===== config.mk =====
export PLATFORM = sky130hd
export DESIGN_NAME = i2c_master_word_adapter
export DESIGN_NICKNAME = d
export VERILOG_FILES = /design/src/rtl/i2c_master_word_adapter.sv
export SDC_FILE = /design/constraint.sdc
export NUM_CORES = 1
export LEC_CHECK = 0
export ABC_AREA = 1
export CORE_MARGIN = 2
export CORE_UTILIZATION = 40
export DETAILED_ROUTE_END_ITERATION = 8
export PLACE_DENSITY = 0.68
export SLEW_MARGIN = 20
export SYNTH_ARGS = -nofsm -noshare
export SYNTH_HDL_FRONTEND = slang
export SYNTH_SLANG_ARGS = --single-unit
export TNS_END_PERCENT = 10

===== constraint.sdc =====
create_clock -name clk -period 4.2 [get_ports clk]
set_input_delay 1.26 -clock clk [delete_from_list [all_inputs] [get_ports clk]]
set_output_delay 1.26 -clock clk [all_outputs]
set_load 0.05 [all_outputs]

===== src/rtl/i2c_master_word_adapter.sv =====
// Splits processor words into I2C driver bytes (MSB first) and assembles read bytes back into words.
// Optional watchdog enabled by defining I2C_WORD_ADAPTER_TIMEOUT_EN.
module i2c_master_word_adapter #(
  parameter int unsigned DATA_WIDTH     = 32,
  parameter int unsigned I2C_DATA_WIDTH = 8,
  parameter int unsigned TIMEOUT_CYCLES = 1024
) (
  input  logic                      clk,
  input  logic                      rst,
  input  logic                      req_valid,
  output logic                      req_ready,
  input  logic                      req_rw,
  input  logic [DATA_WIDTH-1:0]     req_word,
  output logic                      start_transaction,
  output logic                      rw,
  input  logic                      drv_ready,
  output logic [I2C_DATA_WIDTH-1:0] drv_data_in,
  input  logic [I2C_DATA_WIDTH-1:0] drv_data_out,
  output logic [DATA_WIDTH-1:0]     rd_word,
  output logic                      done,
  output logic                      error
);

  localparam int unsigned N  = DATA_WIDTH / I2C_DATA_WIDTH;
  localparam int unsigned CW = $clog2(N + 1);

  localparam logic [2:0] IDLE  = 3'd0;
  localparam logic [2:0] START = 3'd1;
  localparam logic [2:0] XFER  = 3'd2;
  localparam logic [2:0] DRAIN = 3'd3;
  localparam logic [2:0] DONE  = 3'd4;

  logic [2:0]            state;
  logic [CW-1:0]         cnt;
  logic                  rdy_q;
  logic [DATA_WIDTH-1:0] word_q;
  logic [DATA_WIDTH-1:0] shifted_in;
  logic                  rise;
  logic                  fall;
  logic                  last_byte;

  assign rise       = drv_ready & ~rdy_q;
  assign fall       = ~drv_ready & rdy_q;
  assign last_byte  = (cnt == CW'(N - 1));
  assign shifted_in = (word_q << I2C_DATA_WIDTH) | DATA_WIDTH'(drv_data_out);

  assign req_ready         = (state == IDLE);
  assign start_transaction = (state == START);
  assign done              = (state == DONE);

`ifdef I2C_WORD_ADAPTER_TIMEOUT_EN
  localparam int unsigned WW = $clog2(TIMEOUT_CYCLES + 1);
  logic [WW-1:0] wd;
  logic          err_q;
  assign error = err_q;
`else
  assign error = 1'b0;
`endif

  always_ff @(posedge clk or posedge rst) begin
    if (rst) begin
      state       <= IDLE;
      cnt         <= '0;
      rdy_q       <= 1'b0;
      word_q      <= '0;
      rw          <= 1'b0;
      drv_data_in <= '0;
      rd_word     <= '0;
`ifdef I2C_WORD_ADAPTER_TIMEOUT_EN
      wd          <= '0;
      err_q       <= 1'b0;
`endif
    end else begin
      rdy_q <= drv_ready;
      case (state)
        IDLE: begin
          if (req_valid) begin
            word_q <= req_word;
            rw     <= req_rw;
            cnt    <= '0;
            state  <= START;
`ifdef I2C_WORD_ADAPTER_TIMEOUT_EN
            wd     <= '0;
            err_q  <= 1'b0;
`endif
          end
        end
        START: state <= XFER;
        XFER: begin
          if (rise && cnt < CW'(N)) begin
            cnt <= cnt + 1'b1;
            if (!rw) begin
              drv_data_in <= word_q[DATA_WIDTH-1 -: I2C_DATA_WIDTH];
              word_q      <= word_q << I2C_DATA_WIDTH;
              if (last_byte) state <= DRAIN;
            end else begin
              word_q <= shifted_in;
              // Loaded on entry to DONE so rd_word is valid while done is high.
              if (last_byte) begin
                rd_word <= shifted_in;
                state   <= DONE;
              end
            end
          end
        end
        DRAIN: if (fall) state <= DONE;
        DONE:  state <= IDLE;
        default: state <= IDLE;
      endcase
`ifdef I2C_WORD_ADAPTER_TIMEOUT_EN
      if (state == START || state == XFER || state == DRAIN) begin
        if (rise || fall) begin
          wd <= '0;
        end else if (wd == WW'(TIMEOUT_CYCLES - 1)) begin
          err_q <= 1'b1;
          state <= IDLE;
        end else begin
          wd <= wd + 1'b1;
        end
      end
`endif
    end
  end

endmodule


==> results.cfg, run 1 <==
[outcome]
status = completed

[placement]
port_buffers = 88
place_inst = 638
gp_congestion = 0.850
pre_cts_slack_ps = 1040
dp_hpwl_um = 6060

[setup_path]
max_stage_delay_ps = 910
crit_path_start_kind = register
crit_required_ps = 2940
reg2reg_from = state[2]$_DFFE_PP0P_
r2r_end = rd_word[31]$_DFFE_PP0P_
cp-startpoint = rw$_DFFE_PP0P_
reg2reg_depth = 8
crit_chain = clkdlybuf4s50_1
cp.depth = 1
r2r_slack_ps = 2070
cp_top_family = buffers and inverters
crit_end = rw
end_kind = output port
path_buf_inv = 1
crit_arrival_ps = 1970
crit_type = reg2out
cp_max_fo = 13
critPathSlowestCell = clkdlybuf4s50_1

[grt]
overflow = 0
antenna_found_initial = 0
grt_pass1_wl_um = 15400
grt_max_degree = 54
track_usage_pct = 19.5
grt_pass1_vias = 3233

[power]
p_total_w = 0.00259
p_comb_share_pct = 37.4
p_int_w = 0.00151
switchingPower_w = 0.00108
max-vdd-ir-drop_uv = 216
switching_share_pct = 41.7
p_per_area_nw_per_um2 = 552
p_seq_share_pct = 43.6
clkPwrFrac_pct = 19.0
p_leak_nw = 2.44

[synth]
synth-edff-count = 0
syn_inst = 460
ys_types = 23
yosysSeqAreaShare_pct = 54.8
ys_ff_latch = 80
synthesis.nets = 507
syn_avg_cell_area_um2 = 7.94
synth_ff_type = dfrtp_1
async_reset_ff_share_pct = 100
yosys_warnings = 0
netlist_area_um2 = 3650

[die]
die_h_um = 99.6
dieArea_um2 = 9910
die_width_um = 99.6
initial_core_util_pct = 41.5
rows = 34
core_area_um2 = 8810
io_pins = 90

[timing]
hold_viol = 0
fin_crit_sh_pct = 76.9
fin_crit_ps = 3230
setup_viol = 0
final_max_slew_viol_count = 0
worst_slew_pin_slew_ps = 797
skew_ps = 4.64
holdWs_ps = 475
max_slew_margin_pct = 46.7
fmax_mhz = 310
grt_setup_unrepaired = false
tns_ps = 0
fin_ws_ps = 971

[clock_tree]
htree_levels = 3
cts_tree = done
postCtsHoldBufs = 0
ctsResizeCount = 0
cts_buffers = 9
cts_max_path_buffers = 2
cts_sinks = 80
post_cts_buffers = 0
clk_pin_slew_worst_paths_ps = 80
clk_latency_ps = 350
cts-root-buf = clkbuf_8

[final_layout]
n_antenna_cell = 0
drive_above_1_share_pct = 5.13
syn_to_final_growth_pct = 28.4
final_common_cell = nand2_1
final_nets = 588
ff_latch_area_um2 = 2000
final_cells = 654
nFillCells = 851
multiInputGateArea_um2 = 1370
final_cell_mix = nand2_1, clkdlybuf4s50_1, dfrtp_1, o21ai_0, inv_1

[route]
via_per_inst = 4.79
remaining_drc_errors = 0
drt-initial-drc-count = 182
vias = 3131
drt_wl_total_um = 8920
postRouteAntennaNets = 0
wl_per_cell_um = 13.6
first_pass_iters = 4

[worst_hold_path]
hold_path.class = reg2reg

[run]
max_cap_viol_count = 0
==> through the flow <==
step	instance area, um^2	util (%)
floorplan	3650	-
global placement	4530	51.4
detailed placement	4530	51.4
CTS	4690	53.3
global route	4690	53.3
finish	4690	53.3
==> power by group through the flow <==
stage          clock network, W  logic [W]  registers [W]
4_1_cts                0.000502   0.000976        0.00113
3_5_place_dp                  0   0.000971        0.00114
3_3_place_gp                  0   0.000948        0.00113
2_1_floorplan                 0   0.000645        0.00120
5_1_grt                0.000541    0.00110        0.00115
6_report               0.000493   0.000967        0.00113
==> sequential cells by signal, summed over array words and instances, names as in the netlist <==
name         count
word_q          32
rw               1
state            3
drv_data_in      8
rdy_q            1
rd_word         32
cnt              3
==> worst min-delay path by stage <==
stage,slack (ps),from,to,cells after the start
after CTS,480,rd_word[4]$_DFFE_PP0P_,rd_word[4]$_DFFE_PP0P_,2
after detailed placement,460,rd_word[4]$_DFFE_PP0P_,rd_word[4]$_DFFE_PP0P_,2
after global placement,460,rd_word[25]$_DFFE_PP0P_,rd_word[25]$_DFFE_PP0P_,2
after global routing,510,rd_word[12]$_DFFE_PP0P_,rd_word[12]$_DFFE_PP0P_,2
final,470,rd_word[4]$_DFFE_PP0P_,rd_word[4]$_DFFE_PP0P_,2
after floorplan,450,word_q[8]$_DFFE_PP0P_,rd_word[16]$_DFFE_PP0P_,2
==> Yosys cell counts (2+ instances only) <==
library cell	number	share of area, %
buf_2	5	0.68
buf_4	7	1.4
buf_6	8	2.5
dfrtp_1	80	55
ha_1	2	0.68
inv_1	25	2.6
inv_2	2	0.21
nand2_1	264	27
nand3_1	14	1.9
nor2_1	7	0.72
o21ai_0	34	4.7
==> routing by layer <==
metal | wire length (um) | vias to the layer above | track usage [%] | part of all wire (%)
li1 | - | 1558 | - | -
met1 | 4320 | 1480 | 27.3 | 48
met2 | 4070 | 81 | 30.1 | 46
met3 | 429 | 12 | 3.65 | 4.8
met4 | 99 | 0 | 7.80 | 1.1
met5 | 0 | - | 0 | 0
==> kinds of logic (layout without fill, tap and decap cells) <==
| family | Yosys count | after routing | share of synthesized area [%] |
|---|---|---|---|
| buf+inv | 50 | 136 | 7.74 |
| other cells | 1 | 1 | 0.103 |
| compound gates | 35 | 35 | 4.79 |
| fa+ha+maj | 2 | 2 | 0.685 |
| flops | 80 | 80 | 54.8 |
| simple gates | 292 | 292 | 31.9 |
==> layout make-up <==
cell class | count | area share, %
Tap cell | 108 | 2.88
Clock buffer | 12 | 3.09
Sequential cell | 80 | 42.7
Inverter | 28 | 2.32
Timing Repair Buffer | 92 | 19.4
Multi-Input combinational cell | 330 | 29.2
Clock inverter | 4 | 0.427
Note: power is estimated with default switching activity, not from simulation.
==> inputs of run 2 (changes only) <==
clock period = 3.12 ns   (was 4.2 ns; I/O delays follow)
==> results.cfg, run 2 (synthesized netlist as in run 1, its figures left out) <==
[setup_path]
crit_arrival_ps = 1960
critPathSlowestCell = clkdlybuf4s50_1
cp_top_family = buffers and inverters
path_buf_inv = 1
end_kind = output port
cp_max_fo = 13
crit_chain = clkdlybuf4s50_1
max_stage_delay_ps = 910
crit_type = reg2out
crit_required_ps = 2180
crit_path_start_kind = register

[clock_tree]
cts_buffers = 9
htree_levels = 3
post_cts_buffers = 0
cts-root-buf = clkbuf_8
cts_tree = done
cts_sinks = 80
cts_max_path_buffers = 2
clk_latency_ps = 340
ctsResizeCount = 0
clk_pin_slew_worst_paths_ps = 80
postCtsHoldBufs = 0

[final_layout]
final_common_cell = nand2_1
reg_top3 = rd_word (32), word_q (32), drv_data_in (8)
n_antenna_cell = 0
ff_latch_area_um2 = 2000
nFillCells = 864
final_cell_mix = nand2_1, clkdlybuf4s50_1, dfrtp_1, o21ai_0, inv_1
final_nets = 592
syn_to_final_growth_pct = 31.0
finalInstanceArea_um2 = 4790
multiInputGateArea_um2 = 1370
drive_above_1_share_pct = 6.18

[route]
via_per_inst = 4.73
postRouteAntennaNets = 0
vias = 3111
remaining_drc_errors = 0
wl_per_cell_um = 13.2
drt_wl_total_um = 8670
drt-initial-drc-count = 143
first_pass_iters = 4

[timing]
final_max_slew_viol_count = 0
tns_ps = 0
worst_slew_pin_slew_ps = 627
fin_crit_ps = 2890
fin_ws_ps = 226
fmax_mhz = 346
setup_viol = 0
skew_ps = 6.56
max_slew_margin_pct = 58.1
fin_crit_sh_pct = 92.8
grt_setup_unrepaired = false
hold_viol = 0

[die]
dieArea_um2 = 9910
initial_core_util_pct = 41.5
core_area_um2 = 8810
die_width_um = 99.6
io_pins = 90
die_h_um = 99.6
rows = 34

[grt]
grt_use_met3_pct = 3.30
grt_pass1_wl_um = 14300
grt_max_degree = 33
grt_pass1_vias = 3024
met2_usage_pct = 27.7
overflow = 0
gr-usage-met1_pct = 26.3
grt-busiest-layer = met2
antenna_found_initial = 0
track_usage_pct = 18.2

[run]
max_cap_viol_count = 0

[worst_hold_path]
hold_path.class = reg2reg

[power]
p_per_area_nw_per_um2 = 773
p_leak_nw = 2.49
max-vdd-ir-drop_uv = 340

[outcome]
status = completed

[placement]
placed_area_um2 = 4560
pre_cts_slack_ps = 441
gp_congestion = 0.829
port_buffers = 88
dp_hpwl_um = 6230
run 2: cell count changes in the layout (fill, tap and decap cells not counted), sizes merged:
| cell | before | now |
|---|---|---|
| bufinv | 0 | 2 |
| buf | 4 | 8 |
| clkinv | 5 | 4 |
| clkbuf | 12 | 11 |
run 2: power breakdown:
| group | leakage (nW) | switching, W | internal [W] |
|---|---|---|---|
| registers | 1.06 | 0.000209 | 0.00131 |
| logic | 1.32 | 0.000890 | 0.000434 |
| clock network | 0.119 | 0.000366 | 0.000493 |
| total | 2.49 | 0.00146 | 0.00224 |
run 2: through the flow:
step	hold WS (ps)	total power (W)	instances	utilization (%)
after floorplan	449	0.00249	460	-
after global placement	458	0.00281	642	51.7
after detailed placement	460	0.00286	642	51.7
after CTS	481	0.00373	658	54.3
after global routing	499	0.00396	658	54.3
final	478	0.00370	658	54.3
run 2: layout make-up:
cell class,count,share of cell area [%]
clock buffers,11,3.16
clock inverters,5,1.65
inverters,28,2.27
multi-input cells,330,28.6
flip-flops and latches,80,41.8
well taps,108,2.82
repair buffers,96,19.7
run 2: layer usage:
metal	up-vias	wire length [um]
met1	1441	4190
met3	4	554
met2	93	3870
li1	1573	-
met5	-	0
met4	0	51
run 2: worst min-delay path, stage by stage (launching register included):
cell	delay (ps)
dfrtp_1	350
nand2_1	60
nand2_1	50
run 2: path summary, 6_finish.rpt:
kind | start | to | slack [ps] | depth (start not counted)
setup / recovery | rw$_DFFE_PP0P_ | rw | 230 | 1
hold / removal | rd_word[17]$_DFFE_PP0P_ | rd_word[17]$_DFFE_PP0P_ | 480 | 2
setup reg to reg | state[2]$_DFFE_PP0P_ | word_q[28]$_DFFE_PP0P_ | 1150 | 9
hold reg to reg | rd_word[17]$_DFFE_PP0P_ | rd_word[17]$_DFFE_PP0P_ | 480 | 2
max in group asynchronous | rst | word_q[8]$_DFFE_PP0P_ | 1510 | 3
min in group asynchronous | rst | rd_word[21]$_DFFE_PP0P_ | 940 | 2
==> variant 1, RTL diff (flow settings as in run 2) <==
Set the parameter `I2C_DATA_WIDTH` to 4 (it was 8).
--- a/src/rtl/i2c_master_word_adapter.sv
+++ b/src/rtl/i2c_master_word_adapter.sv
@@ -2,7 +2,7 @@
 // Optional watchdog enabled by defining I2C_WORD_ADAPTER_TIMEOUT_EN.
 module i2c_master_word_adapter #(
   parameter int unsigned DATA_WIDTH     = 32,
-  parameter int unsigned I2C_DATA_WIDTH = 8,
+  parameter int unsigned I2C_DATA_WIDTH = 4,
   parameter int unsigned TIMEOUT_CYCLES = 1024
 ) (
   input  logic                      clk,
Interface: changed (resized drv_data_in and drv_data_out); port bits go from 90 to 82. The function was not compared with the original's and may differ.
==> variant 1 against run 2 <==
  * Via count decreased by 8.1%
  * Synthesized area down 7.3%
  * Wire length down 11%
  * Total power decreased by 9.6%
  * Sequential cell count fell by 3
  * Combinational power decreased by 3%
  * Setup slack lost 0.012 ns
  * Design area shrank 6.8%
  * Critical endpoint is now req_ready
  * Highest routed layer unchanged
==> variant 1: results (changes against run 2) <==
Synth top area share=56.9% (+2.1 points); Worst-Margin Slew=0.627 ns (-0.000385 ns); Met2 Routed Length=3710 µm (-4.1%); worst path arrival time=1.97 ns; vias in the first global route=2743 (-9.3%); status=finished, final reports clean; grt met3 use=2.98% (-0.33 points); net count after synthesis=455 (-10%); Clock Latency Late Sink=0.34 ns (about the same); type of the worst min-delay path=reg2reg; Worst Hold Endpoint=word_q[1]$_DFFE_PP0P_; fillers=779 (-9.8%); WL final=7740 µm (-11%); final setup violation count=0 (unchanged); biggest regs=rd_word: 32 flops, word_q: 32 flops; async set-or-reset flop fraction in the synthesized netlist=100% (unchanged); clock buffer depth=2 (unchanged); worst reg2reg endpoint=rd_word[30]$_DFFE_PP0P_; WL met1=3600 µm (-14%); detailed-route via count=2859 (-8.1%); CTS clock-pin slew for the worst setup and hold paths=0.08 ns (about the same); leakage=0.00215 µW (-14%); met1 usage=24.9% (-1.3 points); # H-tree levels=3 (unchanged); worst-path fanout max=6 (-7); post_cts resized=0 (unchanged); # Post-CTS Setup Buffers=0 (unchanged); hold_sp=word_q[1]$_DFFE_PP0P_; clock root cell=clkbuf_8; largest net degree at the start of global routing=61 (+85%); GPL Wtd Cong=0.786 (-5.2%); HPWL Detailed=5330 µm (-14%); Post-synth top cells=150 x nand2_1, 77 x dfrtp_1, 57 x o21ai_1; first-pass GRT wire length=12800 µm (-10%); hold path depth=2 (unchanged); sequential share of the synthesized area=56.9% (+2.1 points); Critical Path Source=state[1]$_DFFE_PP0P_; Fin Clk Skew=0.00725 ns (+0.000691 ns); DR pass1 iterations=4 (unchanged); share of post-route cells with drive strength above 1=5.68% (-0.50 points); Synth area leaders=dfrtp_1 57%, nand2_1 17%, o21ai_1 8.4%; 1st-iter DRT viols=135 (-5.6%); Ys Warns=0 (unchanged); VDD IR-drop max=0.421 mV (+24%); met2 usage=28.5% (+0.82 points); reg-to-reg slack, setup=1.05 ns (-0.10 ns); Nets=531 (-10%); met3 wire length=322 µm (-42%); reg2reg start=state[0]$_DFFE_PP0P_; clock buffer count from CTS=9 (unchanged); FF-to-FF path depth=7 (-2); Port Buf Inserts=80 (-9.1%); gr usage total=17.9% (-0.32 points); diode count=0 (unchanged); Cell variety after synth=20 (-13%); Top Metal Used=met4; crit path capture=req_ready
[variant 1: changes by cell type after synthesis, sizes merged]
cell | before | now
nand4 | 1 | 0
nor3 | 2 | 3
nand3 | 14 | 12
o21ai | 34 | 89
ha | 2 | 1
nand2 | 266 | 151
dfrtp | 80 | 77
inv | 28 | 46
clkbuf | 1 | 4
buf | 21 | 16
nor2 | 9 | 12
[variant 1: kinds of logic after synthesis]
| kind of cell | count (synthesis) | share of synthesized area, % |
|---|---|---|
| other | 1 | 0.111 |
| buffers and inverters | 66 | 8.57 |
| AND/OR/NAND/NOR | 178 | 20.8 |
| flip-flops | 77 | 56.9 |
| adder cells (fa/ha/maj) | 1 | 0.369 |
| AO/OA/AOI/OAI | 90 | 13.3 |
[variant 1: through the flow]
stage	hold slack (ns)	utilization (%)	area, µm²	std cells	setup WS, ns
floorplan	0.442	-	3390	413	0.217
global route	0.511	54.3	4460	598	0.131
global placement	0.459	52.1	4280	583	0.658
detailed placement	0.462	52.1	4280	583	0.590
finish	0.476	54.3	4460	598	0.214
CTS	0.480	54.3	4460	598	0.213
[variant 1: critical path, cell delays in order, from the launching register on]
cell             delay, ns
dfrtp_1               0.45
nor2_1                0.19
nand2_1               0.13
inv_2                 0.07
clkdlybuf4s50_1       0.79
[variant 1: cell type report]
cell class / count / share of cell area, %
clock buffers: 10 / 2.86
clock inverters: 5 / 1.18
inverters: 46 / 3.90
multi-input cells: 270 / 26.3
flip-flops and latches: 77 / 43.2
well taps: 105 / 2.94
repair buffers: 85 / 19.6
[variant 1: report_power, final]
| group | total, µW | internal, µW | switching, µW |
|---|---|---|---|
| clock network | 718 | 361 | 357 |
| registers | 1340 | 1250 | 96.5 |
| logic | 1280 | 410 | 873 |
==> variant 2, RTL diff (flow settings as in run 2) <==
Without the edit above. Make the reset (`rst`) synchronous in one clocked block.
--- a/src/rtl/i2c_master_word_adapter.sv
+++ b/src/rtl/i2c_master_word_adapter.sv
@@ -57,7 +57,7 @@
   assign error = 1'b0;
 `endif
 
-  always_ff @(posedge clk or posedge rst) begin
+  always_ff @(posedge clk) begin
     if (rst) begin
       state       <= IDLE;
       cnt         <= '0;
Formal check against the unedited RTL: differs if rst is asserted again (counterexample within 4 cycles, from zero or initial values and one cycle with rst high); with rst held inactive, the same outputs for 10 cycles.
==> variant 2 against run 2 <==
  * Count of clock-buffer cells in the layout decreased by 1
  * Register-to-register slack improved by 0.04 ns
  * Total power decreased by 7.8%
  * Synthesized area decreased by 7.6%
  * First-iteration DRC count increased by 50%
  * Setup slack improved by 0.097 ns
  * Sequential cell count unchanged
  * Design area decreased by 5.5%
  * Wire length decreased by 0.89%
  * Clock skew increased by 0.0021 ns
  * Largest cell class unchanged
  * Highest routed layer unchanged
==> variant 2: results (changes against run 2) <==
met1 usage=24.1% (-2.2 points); grt met3 use=5.79% (+2.5 points); WL final=8590 µm (-0.89%); VDD IR-drop max=0.676 mV (+99%); largest net degree at the start of global routing=68 (+110%); share of post-route cells with drive strength above 1=5.62% (-0.56 points); status=finished, final reports clean; dpl ws=0.406 ns (-0.0357 ns); # Post-CTS Setup Buffers=0 (unchanged); cell count after synthesis=489 (+6.3%); Synth area leaders=dfxtp_1 47%, nor2_1 15%, nand2_1 12%; GPL Wtd Cong=0.819 (-1.2%); Post-synth top cells=138 x nor2_1, 112 x nand2_1, 80 x dfxtp_1; WL met1=3940 µm (-6.1%); crit-path max cell delay=0.80 ns (-0.11 ns); async set-or-reset flop fraction in the synthesized netlist=0% (-100 points); Fin Clk Skew=0.00871 ns (+0.00215 ns); Met2 Routed Length=4090 µm (+5.7%); leakage=0.00187 µW (-25%); vias in the first global route=2885 (-4.6%); Synth top area share=47.5% (-7.3 points); Cells after DPL=658 (+2.5%); gr usage total=19.2% (+0.94 points); Main synth FF type=dfxtp_1; 1st-iter DRT viols=214 (+50%); multiplexer share of the synthesized area=0% (unchanged); met2 usage=32.0% (+4.3 points); drt via density=4.82 (+2.0%); sequential share of the synthesized area=47.5% (-7.3 points); Synth Area in Compound Gates=13.1% (+8.3 points); CTS clock-pin slew for the worst setup and hold paths=about 0.070 ns; net count after synthesis=536 (+5.7%); Post-Synth Adder-Cell Area=0.742% (+0.057 points); Ys Warns=0 (unchanged); worst-path fanout max=5 (-8); Nets=611 (+3.2%); Cell variety after synth=24 (+4.3%); first-pass GRT wire length=13600 µm (-4.9%)
-- variant 2: cell types whose count changed in the layout (fill, tap and decap cells not counted), sizes merged, moves of 12 or more --
| cell | run 2 | this run |
|---|---|---|
| a21oi | 1 | 13 |
| dfrtp | 80 | 0 |
| dfxtp | 0 | 80 |
| inv | 27 | 15 |
| nand2 | 266 | 116 |
| nor2 | 9 | 143 |
| o21ai | 34 | 75 |
-- variant 2: worst paths after layout --
| check | start | to | slack (ns) | depth (start not counted) |
|---|---|---|---|---|
| worst min-delay path | drv_data_in[7]$_SDFFE_PP0P_ | drv_data_in[7]$_SDFFE_PP0P_ | 0.47 | 2 |
| worst min register to register | drv_data_in[7]$_SDFFE_PP0P_ | drv_data_in[7]$_SDFFE_PP0P_ | 0.47 | 2 |
| worst max-delay path | state[0]$_SDFFE_PP0P_ | req_ready | 0.32 | 4 |
| worst max register to register | state[0]$_SDFFE_PP0P_ | cnt[0]$_SDFFE_PP0P_ | 1.19 | 6 |
-- variant 2: area by class of cell --
type / instances / area [µm²]
Timing Repair Buffer: 92 / 913
Clock buffer: 10 / 128
Tap cell: 105 / 131
Inverter: 15 / 56.3
Sequential cell: 80 / 1600
Fill cell: 805 / 3690
Clock inverter: 6 / 115
Multi-Input combinational cell: 366 / 1580
-- variant 2: through the flow --
step	total power (µW)	area (µm²)
2_1_floorplan	2220	3370
3_3_place_gp	2510	4280
3_5_place_dp	2520	4280
4_1_cts	3440	4520
5_1_grt	3640	4520
6_report	3410	4520
-- variant 2: timing repair --
item	in CTS	in global routing
resized for setup	0	1
hold buffers	0	0
setup endpoints to repair	0	1
-- variant 2: power breakdown --
group | leakage (µW) | internal, µW | switching [µW]
clock | 0.000117 | 536 | 377
sequential | 0.000653 | 1220 | 176
combinational | 0.00110 | 355 | 748
